===== config.mk =====
export PLATFORM = sky130hd
export DESIGN_NAME = z80_mem_arbiter_flat
export DESIGN_NICKNAME = d
export VERILOG_FILES = /design/src/rtl/z80_mem_arbiter_if.sv /design/src/rtl/z80_mem_arbiter.sv /design/src/flat_wrapper.sv
export SDC_FILE = /design/constraint.sdc
export NUM_CORES = 1
export LEC_CHECK = 0
export ABC_AREA = 1
export CORE_AREA = 3 3 106 108
export CTS_CLUSTER_SIZE = 40
export DETAILED_ROUTE_END_ITERATION = 10
export DIE_AREA = 0 0 109 111
export PLACE_DENSITY = 0.73
export SETUP_SLACK_MARGIN = 0.1
export SLEW_MARGIN = 20
export SYNTH_ARGS = -nofsm -noshare
export SYNTH_HDL_FRONTEND = slang
export SYNTH_SLANG_ARGS = --single-unit

===== constraint.sdc =====
create_clock -name clk -period 1.85 [get_ports clk]
set_clock_uncertainty 0.05 [all_clocks]
set_input_delay 0.185 -clock clk [delete_from_list [all_inputs] [get_ports clk]]
set_output_delay 0.185 -clock clk [all_outputs]
set_load 0.01 [all_outputs]

===== src/rtl/z80_mem_arbiter_if.sv =====
// z80_mem_arbiter_if
//  Bundles the three buses around the shared 64 KB BSRAM:
//   z_*    Z80 side: synchronised request level, latched address/data, read data, WAIT_n
//   d_*    DMA/loader side: level request held until d_gnt, grant pulse, read data/valid
//   mem_*  registered strobes into the single-port memory array and its read data
//  Modports:
//   slave  - the arbiter (consumes requests and mem_rdata, drives everything else)
//   master - the surrounding environment (Z80 bus, DMA engine and memory array)
interface z80_mem_arbiter_if;
    logic        z_req;
    logic        z_we;
    logic [15:0] z_addr;
    logic [7:0]  z_wdata;
    logic [7:0]  z_rdata;
    logic        z_wait_n;

    logic        d_req;
    logic        d_we;
    logic [15:0] d_addr;
    logic [7:0]  d_wdata;
    logic        d_gnt;
    logic [7:0]  d_rdata;
    logic        d_rvalid;

    logic        mem_ce;
    logic        mem_we;
    logic [15:0] mem_addr;
    logic [7:0]  mem_wdata;
    logic [7:0]  mem_rdata;

    modport slave (
        input  z_req, z_we, z_addr, z_wdata,
        output z_rdata, z_wait_n,
        input  d_req, d_we, d_addr, d_wdata,
        output d_gnt, d_rdata, d_rvalid,
        output mem_ce, mem_we, mem_addr, mem_wdata,
        input  mem_rdata
    );

    modport master (
        output z_req, z_we, z_addr, z_wdata,
        input  z_rdata, z_wait_n,
        output d_req, d_we, d_addr, d_wdata,
        input  d_gnt, d_rdata, d_rvalid,
        input  mem_ce, mem_we, mem_addr, mem_wdata,
        output mem_rdata
    );
endinterface


===== src/rtl/z80_mem_arbiter.sv =====
// z80_mem_arbiter
//  Shares the single-port 64 KB BSRAM between the Z80 bus and a DMA/loader port.
//  The Z80 has priority; a DMA request waiting DMA_STARVE cycles is forced ahead of
//  a pending Z80 access. Z80 writes below ROM_LIMIT are silently dropped (the issue
//  slot is still spent so bus timing does not depend on the address).
//  Ports:
//   clk      system clock, single domain
//   reset_n  asynchronous active-low reset; aborts any access in flight
//   bus      z80_mem_arbiter_if.slave: Z80 port (z_*), DMA port (d_*), memory port (mem_*)
module z80_mem_arbiter #(
    parameter logic [15:0] ROM_LIMIT  = 16'h8000,
    parameter int          DMA_STARVE = 8
) (
    input  logic               clk,
    input  logic               reset_n,
    z80_mem_arbiter_if.slave   bus
);
    localparam int                CNT_W      = $clog2(DMA_STARVE + 1);
    localparam logic [CNT_W-1:0] STARVE_MAX = CNT_W'(DMA_STARVE);

    typedef enum logic [1:0] {IDLE, ISSUE_Z, ISSUE_D, RDATA} state_t;

    state_t            state, state_nx;
    logic              z_req_d;
    logic              z_pend;
    logic              z_we_q;
    logic [15:0]       z_addr_q;
    logic [7:0]        z_wdata_q;
    logic              rd_is_d;
    logic [CNT_W-1:0]  starve_cnt;
    logic [7:0]        d_rdata_q;

    logic              z_edge;
    logic              starved;
    logic              pick_z;
    logic              pick_d;
    logic              ce_nx;
    logic              we_nx;
    logic [15:0]       addr_nx;
    logic [7:0]        wdata_nx;

    assign z_edge  = bus.z_req & ~z_req_d;
    assign starved = (starve_cnt >= STARVE_MAX);

    // Arbitration: a Z80 edge seen in IDLE holds the slot for one cycle while its
    // address is latched, so Z wins a same-cycle collision with d_req unless DMA
    // is already starved.
    always_comb begin
        pick_z = 1'b0;
        pick_d = 1'b0;
        if (state == IDLE) begin
            if (z_pend && !starved) begin
                pick_z = 1'b1;
            end else if (!(z_edge && !starved)) begin
                if (bus.d_req)
                    pick_d = 1'b1;
                else if (z_pend)
                    pick_z = 1'b1;
            end
        end
    end

    // ---- state register ----
    always_ff @(posedge clk or negedge reset_n) begin
        if (!reset_n)
            state <= IDLE;
        else
            state <= state_nx;
    end

    // ---- next-state logic ----
    // mem_we still holds the issued operation's direction during ISSUE_*.
    always_comb begin
        state_nx = state;
        case (state)
            IDLE: begin
                if (pick_z)
                    state_nx = ISSUE_Z;
                else if (pick_d)
                    state_nx = ISSUE_D;
            end
            ISSUE_Z,
            ISSUE_D: state_nx = bus.mem_we ? IDLE : RDATA;
            RDATA:   state_nx = IDLE;
            default: state_nx = IDLE;
        endcase
    end

    // ---- output logic ----
    always_comb begin
        ce_nx    = pick_d | (pick_z & ~(z_we_q & (z_addr_q < ROM_LIMIT)));
        we_nx    = 1'b0;
        addr_nx  = bus.mem_addr;
        wdata_nx = bus.mem_wdata;
        if (pick_d) begin
            we_nx    = bus.d_we;
            addr_nx  = bus.d_addr;
            wdata_nx = bus.d_wdata;
        end else if (pick_z) begin
            we_nx    = z_we_q;
            addr_nx  = z_addr_q;
            wdata_nx = z_wdata_q;
        end

        // WAIT_n drops only when a pending Z80 access is actually held off by DMA.
        bus.z_wait_n = ~(z_pend & (pick_d | (state == ISSUE_D) |
                                   ((state == RDATA) & rd_is_d)));
        bus.d_rvalid = (state == RDATA) & rd_is_d;
        bus.d_rdata  = bus.d_rvalid ? bus.mem_rdata : d_rdata_q;
    end

    // ---- registered request capture, memory strobes and read data ----
    always_ff @(posedge clk or negedge reset_n) begin
        if (!reset_n) begin
            z_req_d       <= 1'b0;
            z_pend        <= 1'b0;
            z_we_q        <= 1'b0;
            z_addr_q      <= '0;
            z_wdata_q     <= '0;
            rd_is_d       <= 1'b0;
            starve_cnt    <= '0;
            d_rdata_q     <= '0;
            bus.z_rdata   <= '0;
            bus.d_gnt     <= 1'b0;
            bus.mem_ce    <= 1'b0;
            bus.mem_we    <= 1'b0;
            bus.mem_addr  <= '0;
            bus.mem_wdata <= '0;
        end else begin
            z_req_d <= bus.z_req;

            // A new edge wins over consumption so a back-to-back request is not lost.
            if (z_edge) begin
                z_pend    <= 1'b1;
                z_we_q    <= bus.z_we;
                z_addr_q  <= bus.z_addr;
                z_wdata_q <= bus.z_wdata;
            end else if (pick_z) begin
                z_pend <= 1'b0;
            end

            if (!bus.d_req || bus.d_gnt)
                starve_cnt <= '0;
            else if (!starved)
                starve_cnt <= starve_cnt + 1'b1;

            if (pick_d)
                rd_is_d <= 1'b1;
            else if (pick_z)
                rd_is_d <= 1'b0;

            bus.d_gnt     <= pick_d;
            bus.mem_ce    <= ce_nx;
            bus.mem_we    <= we_nx;
            bus.mem_addr  <= addr_nx;
            bus.mem_wdata <= wdata_nx;

            if (state == RDATA) begin
                if (rd_is_d)
                    d_rdata_q <= bus.mem_rdata;
                else
                    bus.z_rdata <= bus.mem_rdata;
            end
        end
    end
endmodule

===== src/flat_wrapper.sv =====
// flat-port wrapper written by rule: the top's interface ports become plain ports
module z80_mem_arbiter_flat 
#(
    parameter logic [15:0] ROM_LIMIT  = 16'h8000,
    parameter int          DMA_STARVE = 8
)
  (clk, reset_n, bus_z_req, bus_z_we, bus_z_addr, bus_z_wdata, bus_z_rdata, bus_z_wait_n, bus_d_req, bus_d_we, bus_d_addr, bus_d_wdata, bus_d_gnt, bus_d_rdata, bus_d_rvalid, bus_mem_ce, bus_mem_we, bus_mem_addr, bus_mem_wdata, bus_mem_rdata);
  z80_mem_arbiter_if bus_i ();
  input  logic clk;
  input  logic reset_n;
  input wire logic [$bits(bus_i.z_req)-1:0] bus_z_req;
  input wire logic [$bits(bus_i.z_we)-1:0] bus_z_we;
  input wire logic [$bits(bus_i.z_addr)-1:0] bus_z_addr;
  input wire logic [$bits(bus_i.z_wdata)-1:0] bus_z_wdata;
  output wire logic [$bits(bus_i.z_rdata)-1:0] bus_z_rdata;
  output wire logic [$bits(bus_i.z_wait_n)-1:0] bus_z_wait_n;
  input wire logic [$bits(bus_i.d_req)-1:0] bus_d_req;
  input wire logic [$bits(bus_i.d_we)-1:0] bus_d_we;
  input wire logic [$bits(bus_i.d_addr)-1:0] bus_d_addr;
  input wire logic [$bits(bus_i.d_wdata)-1:0] bus_d_wdata;
  output wire logic [$bits(bus_i.d_gnt)-1:0] bus_d_gnt;
  output wire logic [$bits(bus_i.d_rdata)-1:0] bus_d_rdata;
  output wire logic [$bits(bus_i.d_rvalid)-1:0] bus_d_rvalid;
  output wire logic [$bits(bus_i.mem_ce)-1:0] bus_mem_ce;
  output wire logic [$bits(bus_i.mem_we)-1:0] bus_mem_we;
  output wire logic [$bits(bus_i.mem_addr)-1:0] bus_mem_addr;
  output wire logic [$bits(bus_i.mem_wdata)-1:0] bus_mem_wdata;
  input wire logic [$bits(bus_i.mem_rdata)-1:0] bus_mem_rdata;
  assign bus_i.z_req = bus_z_req;
  assign bus_i.z_we = bus_z_we;
  assign bus_i.z_addr = bus_z_addr;
  assign bus_i.z_wdata = bus_z_wdata;
  assign bus_z_rdata = bus_i.z_rdata;
  assign bus_z_wait_n = bus_i.z_wait_n;
  assign bus_i.d_req = bus_d_req;
  assign bus_i.d_we = bus_d_we;
  assign bus_i.d_addr = bus_d_addr;
  assign bus_i.d_wdata = bus_d_wdata;
  assign bus_d_gnt = bus_i.d_gnt;
  assign bus_d_rdata = bus_i.d_rdata;
  assign bus_d_rvalid = bus_i.d_rvalid;
  assign bus_mem_ce = bus_i.mem_ce;
  assign bus_mem_we = bus_i.mem_we;
  assign bus_mem_addr = bus_i.mem_addr;
  assign bus_mem_wdata = bus_i.mem_wdata;
  assign bus_i.mem_rdata = bus_mem_rdata;
  z80_mem_arbiter #(.ROM_LIMIT(ROM_LIMIT), .DMA_STARVE(DMA_STARVE)) u_core (.clk(clk), .reset_n(reset_n), .bus(bus_i));
endmodule

[Word-level counts from Yosys, hierarchy flattened]
Cells that the tools add are included.
Operators by class
  multiplexer cells: 25
  add/sub/neg operators: 1
  equal/unequal tests: 5
  bitwise logic cells: 12
  $lt $le $gt $ge: 2
  reduce and logical (&&, ||, !) cells: 11
Operator list (number)
  $mux W16: 2
  $mux W8: 3
  $lt A16 B16 Y1 const B: 1
  $mux W1: 14
  $mux W4: 2
  $mux W2: 3
  $pmux W2 S3: 1
  $and A1 B1 Y1: 5
  $add A4 B1 Y4 const B: 1
  $eq A2 B2 Y1 const B: 2
  $ge A4 B4 Y1 const B: 1
  $not A1 Y1: 4
  $reduce_and A2 Y1: 2
  $reduce_bool A2 Y1: 2
  $ne A3 B1 Y1 const B: 1
  $or A1 B1 Y1: 3
  $eq A2 B1 Y1 const B: 1
  $logic_and A1 B1 Y1: 2
  $logic_not A1 Y1: 2
  $logic_not A2 Y1: 1
  $ne A2 B2 Y1 const B: 1
  $reduce_or A2 Y1: 1
  $logic_or A1 B1 Y1: 1
Word-level totals
  bits in registers: 77
  logic and storage cells: 71
  bits of input ports: 62
  output and inout port bits: 45

[Logic depth before layout (Yosys ltp)]
  depth after elaboration: 10
  mapped depth: 10
  depth with buffers taken out: 8

[Worst setup path before layout]
Ideal clock, no wire load.
  path type: reg-to-reg
  start point: reg u_core.state[0]
  end point: reg u_core.bus.mem_addr[10]
  arrival time: 1.336 ns
  path slack: 0.399 ns
  buffers on the path: 2
  stages on the path, launching flop included: 11
  period minus slack after synthesis: 1.451 ns
  required time: 1.735 ns
  setup time: 0.065 ns
  path through: dfrtp_1 -> inv_1 -> ha_1 -> buf_6 -> nand3_4 -> inv_4 -> buf_4 -> nand2_1 -> nand2_1 -> nand2_1 -> nand2_1
Between the ends
  word-level cells in the longest chain between the ends: 3
  elaborated cells on any way between the ends: 5
  classes of those cells: mux: 3; reduce/logical: 2
Ends and longest elaborated chain
  start, declared: RTL line z80_mem_arbiter.sv:23  | state_t state, state_nx;
  start signal, assigned: RTL line z80_mem_arbiter.sv:68  | state <= state_nx;
  $logic_not A2 Y1 *: RTL line z80_mem_arbiter.sv:51  | if (state == IDLE) begin
  $mux W1: RTL line z80_mem_arbiter.sv:51
  $mux W16 / $reduce_bool A2 Y1 (equally long branches)
  end signal, assigned: RTL line z80_mem_arbiter.sv:155  | bus.mem_addr <= addr_nx;
  end, declared: RTL line z80_mem_arbiter_if.sv:36  | output mem_ce, mem_we, mem_addr, mem_wdata,
Mark *: on every way between the ends. The rest lies on a longest branch, timed or not.
A chain may end at the register's enable or synchronous reset.

[Worst setup path after layout]
  start point: reg u_core.state[0]
  end point: out bus_d_rdata[4]
Between the ends
  word-level cells in the longest chain between the ends: 3
Ends and longest elaborated chain
  $eq A2 B2 Y1: RTL line z80_mem_arbiter.sv:108  | bus.d_rvalid = (state == RDATA) & rd_is_d;
  $and A1 B1 Y1: RTL line z80_mem_arbiter.sv:108
  $mux W8: RTL line z80_mem_arbiter.sv:109  | bus.d_rdata = bus.d_rvalid ? bus.mem_rdata : d_rdata_q;
  end, declared: RTL line flat_wrapper.sv:22  | output wire logic [$bits(bus_i.d_rdata)-1:0] bus_d_rdata;
No other way between the ends.

==> key figures <==
Die
  • Die width: 109 um
  • Initial Utilization: 0.3510
  • Die footprint: 12100 um2
  • Io pins: around 110
  • Core box area: slightly above 10000 um2
  • Rows: 37
  • Die Y: between 100 and 150 um

Setup path
  • CP endpoint kind: primary output
  • Setup CP Type: reg2out
  • Reg2reg path depth: 8
  • Setup slack, reg-to-reg: 0.20 ns
  • Critical Path Source: u_core.state[0]
  • Arrival time of the worst setup path: around 1.6 ns
  • Max Fanout on Critical Path: 8
  • Startpoint Class: flop
  • Worst path required time: 1.62 ns
  • Reg2Reg Launch Point: u_core.state[1]
  • R2r endpoint: u_core.bus.mem_addr[7]
  • CP endpoint: bus_d_rdata[4]

CTS
  • Clk buf depth: 2
  • TritonCTS buffer count: 9
  • CTS tree: yes
  • Worst-Skew Late Latency: ~0.35 ns
  • Clk pin slew, worst setup/hold paths: approximately 0.080 ns
  • CTS Root Cell: clkbuf_8
  • # clock sinks: 77
  • H-tree lvl count: 3

Yosys
  • Largest family of logic cells by synthesized area: simple AND/OR/NAND/NOR gates
  • Post-synth top area cell: dfrtp_1
  • Syn_nets: 458
  • Post-Synth Simple-Gate Area: 0.2369
  • Number of synthesized register bits: 77
  • Post-Synth XOR/XNOR Area: 0
  • Seq/Total Area, Yosys: 0.5318
  • Complex-gate fraction of the synthesized area: 0.03729
  • Synth warnings: 0
  • Synth Area in Adders: 0.02072
  • Synth top area cells: dfrtp_1, nand2_1, mux2_2
  • Synth Area per Inst: roughly 9.3 um2
  • Share of Yosys cell area claimed by the top area cell type: 0.5318
  • Synth Instances: 390
  • Synth Cell Area: ~3600 um2
  • Proportion of synthesized area in mux cells: 0.07769
  • Post-synth cell types: 25

Layout
  • ANT cells: 0
  • Fin util: 0.5073
  • Nets: 579
  • Area Overhead vs Synth: 44.54%
  • Ratio of cells with drive above 1 in the final layout: 0.1883
  • Design area: 5238 um2
  • Most common cell after layout, fill and taps aside: nand2_1
  • Commonest non-fill, non-tap cells in the layout: nand2_1, clkdlybuf4s50_1, dfrtp_1

STA
  • Setup violations, final: 0
  • Slew margin rel.: 0.6928
  • Final Slew Violations: 0
  • Measured slew at the worst slew-check pin: 0.4598 ns
  • Final Hold Fails: 0
  • Max frequency: 0.5574 GHz
  • Final WS setup: 0.05589 ns
  • Final period utilization: 0.9698
  • RSZ-0062 raised after global routing: true
  • Minimum clock period after layout: about 1.8 ns

Hold path
  • Hold Path Class: in2async

Status
  • Status: finished clean

GRT
  • Grt ovf: 0
  • Global Route Usage Sum: 0.1538
  • First-pass GRT wire length: 14740 um
  • Vias in the first global route: 3019
  • Largest net degree at the start of global routing: 62
  • Initial antenna violation count: 0

Route
  • Number of DRC markers in iteration 0: 132
  • Residual DRC: 0
  • Routed WL: 9068 um
  • WL/cell: around 14 um
  • Vias/cell: 4.588
  • Via count: 2987
  • TritonRoute pass-1 iters: 4
  • Routed Antenna Nets: 0

Placed design
  • DP HPWL: 6365 um
  • Pre-CTS setup slack: -0.06811 ns
  • PortBufs: 106
  • Area after DPL: ~4800 um2
  • Final GP Congestion: 0.7301

Pwr
  • Leak Pwr: roughly 0.0026 uW
  • Maximum VDD drop: 0.0004307 V
  • Power Density: 1469 nW/um2

Flow run
  • Max cap viols: 0
-- routing by layer --
metal,up-vias,part of all wire,track usage,routed length (um)
li1,1465,-,-,-
met1,1442,0.42,0.1947,3816
met2,71,0.52,0.2576,4677
met3,9,0.047,0.02854,429
met4,0,0.016,0.05808,143
met5,-,0,0,0
-- Yosys cell counts (all sizes together) --
cell type / n
a21oi: 4
and3: 1
buf: 16
clkbuf: 2
dfrtp: 77
ha: 6
inv: 47
mux2: 25
nand2: 131
nand3: 51
nand4: 2
nor2: 5
nor3: 1
o211ai: 1
o21ai: 20
o21bai: 1
-- sequential cells by signal, indices dropped and copies added (netlist names), 2 cells and up --
signal,cells
u_core.bus.mem_wdata,8
u_core.z_wdata_q,8
u_core.starve_cnt,4
u_core.d_rdata_q,8
u_core.state,2
u_core.bus.mem_addr,16
u_core.z_addr_q,16
u_core.bus.z_rdata,8
-- worst max-delay path, cell delays in order, from the launching register on --
cell and delay (ns):
dfrtp_1 0.38, ha_2 0.22, nand2_4 0.08, buf_12 0.14
buf_8 0.12, o21ai_4 0.16, buf_6 0.12
-- per-stage QoR --
| step | setup TNS (ns) | std cells | power (uW) | hold slack (ns) |
|---|---|---|---|---|
| floorplan | 0 | 390 | 4453 | -0.1606 |
| global placement | -0.09218 | 630 | 5915 | 0.01282 |
| detailed placement | -1.268 | 630 | 6053 | 0.01529 |
| CTS | 0 | 648 | 7416 | 0.1741 |
| global route | -0.001354 | 651 | 8254 | 0.2081 |
| finish | 0 | 651 | 7694 | 0.2063 |
-- cell families (layout without fill, tap and decap cells) --
kind of cell	Yosys count	count (layout)
DFF	77	77
AOI/OAI and AO/OA	26	26
buffers and inverters	65	190
and+or+nand+nor	191	191
muxes	25	25
adders and majority gates	6	6
-- cell type report --
cell class,instances,area (um2)
Fill cell,958,5086
Sequential cell,77,1927
Multi-Input combinational cell,248,1458
Timing Repair Buffer,128,1281
Inverter,47,188.9
Tap cell,136,170.2
Clock buffer,9,123.9
Clock inverter,6,88.84
-- worst min path at each step --
stage | endpoint | slack (ns) | cells past startpoint
after floorplan | u_core.bus.d_gnt | -0.16 | 0
after global placement | u_core.bus.z_rdata[1] | 0.01 | 1
after detailed placement | u_core.bus.z_rdata[1] | 0.02 | 1
after CTS | u_core.bus.z_rdata[6] | 0.17 | 2
after global routing | u_core.bus.z_rdata[4] | 0.21 | 2
final | u_core.d_rdata_q[4] | 0.21 | 2
-- timing repair --
item,CTS,global route
gates cloned,0,1
resized for setup,53,29
pin swaps,1,2
hold buffers,1,0
hold endpoints to repair,77,0
setup endpoints to repair,39,35
buffers inserted,2,2
-- where the power goes --
part | total, uW | switching, uW | internal [uW] | leakage, uW
clock | 1370 | 617 | 752 | 0.000101
combinational | 3680 | 1840 | 1840 | 0.00155
sequential | 2650 | 351 | 2290 | 0.000933
total | 7690 | 2810 | 4880 | 0.00259
Power figures use the tool's default switching activity.
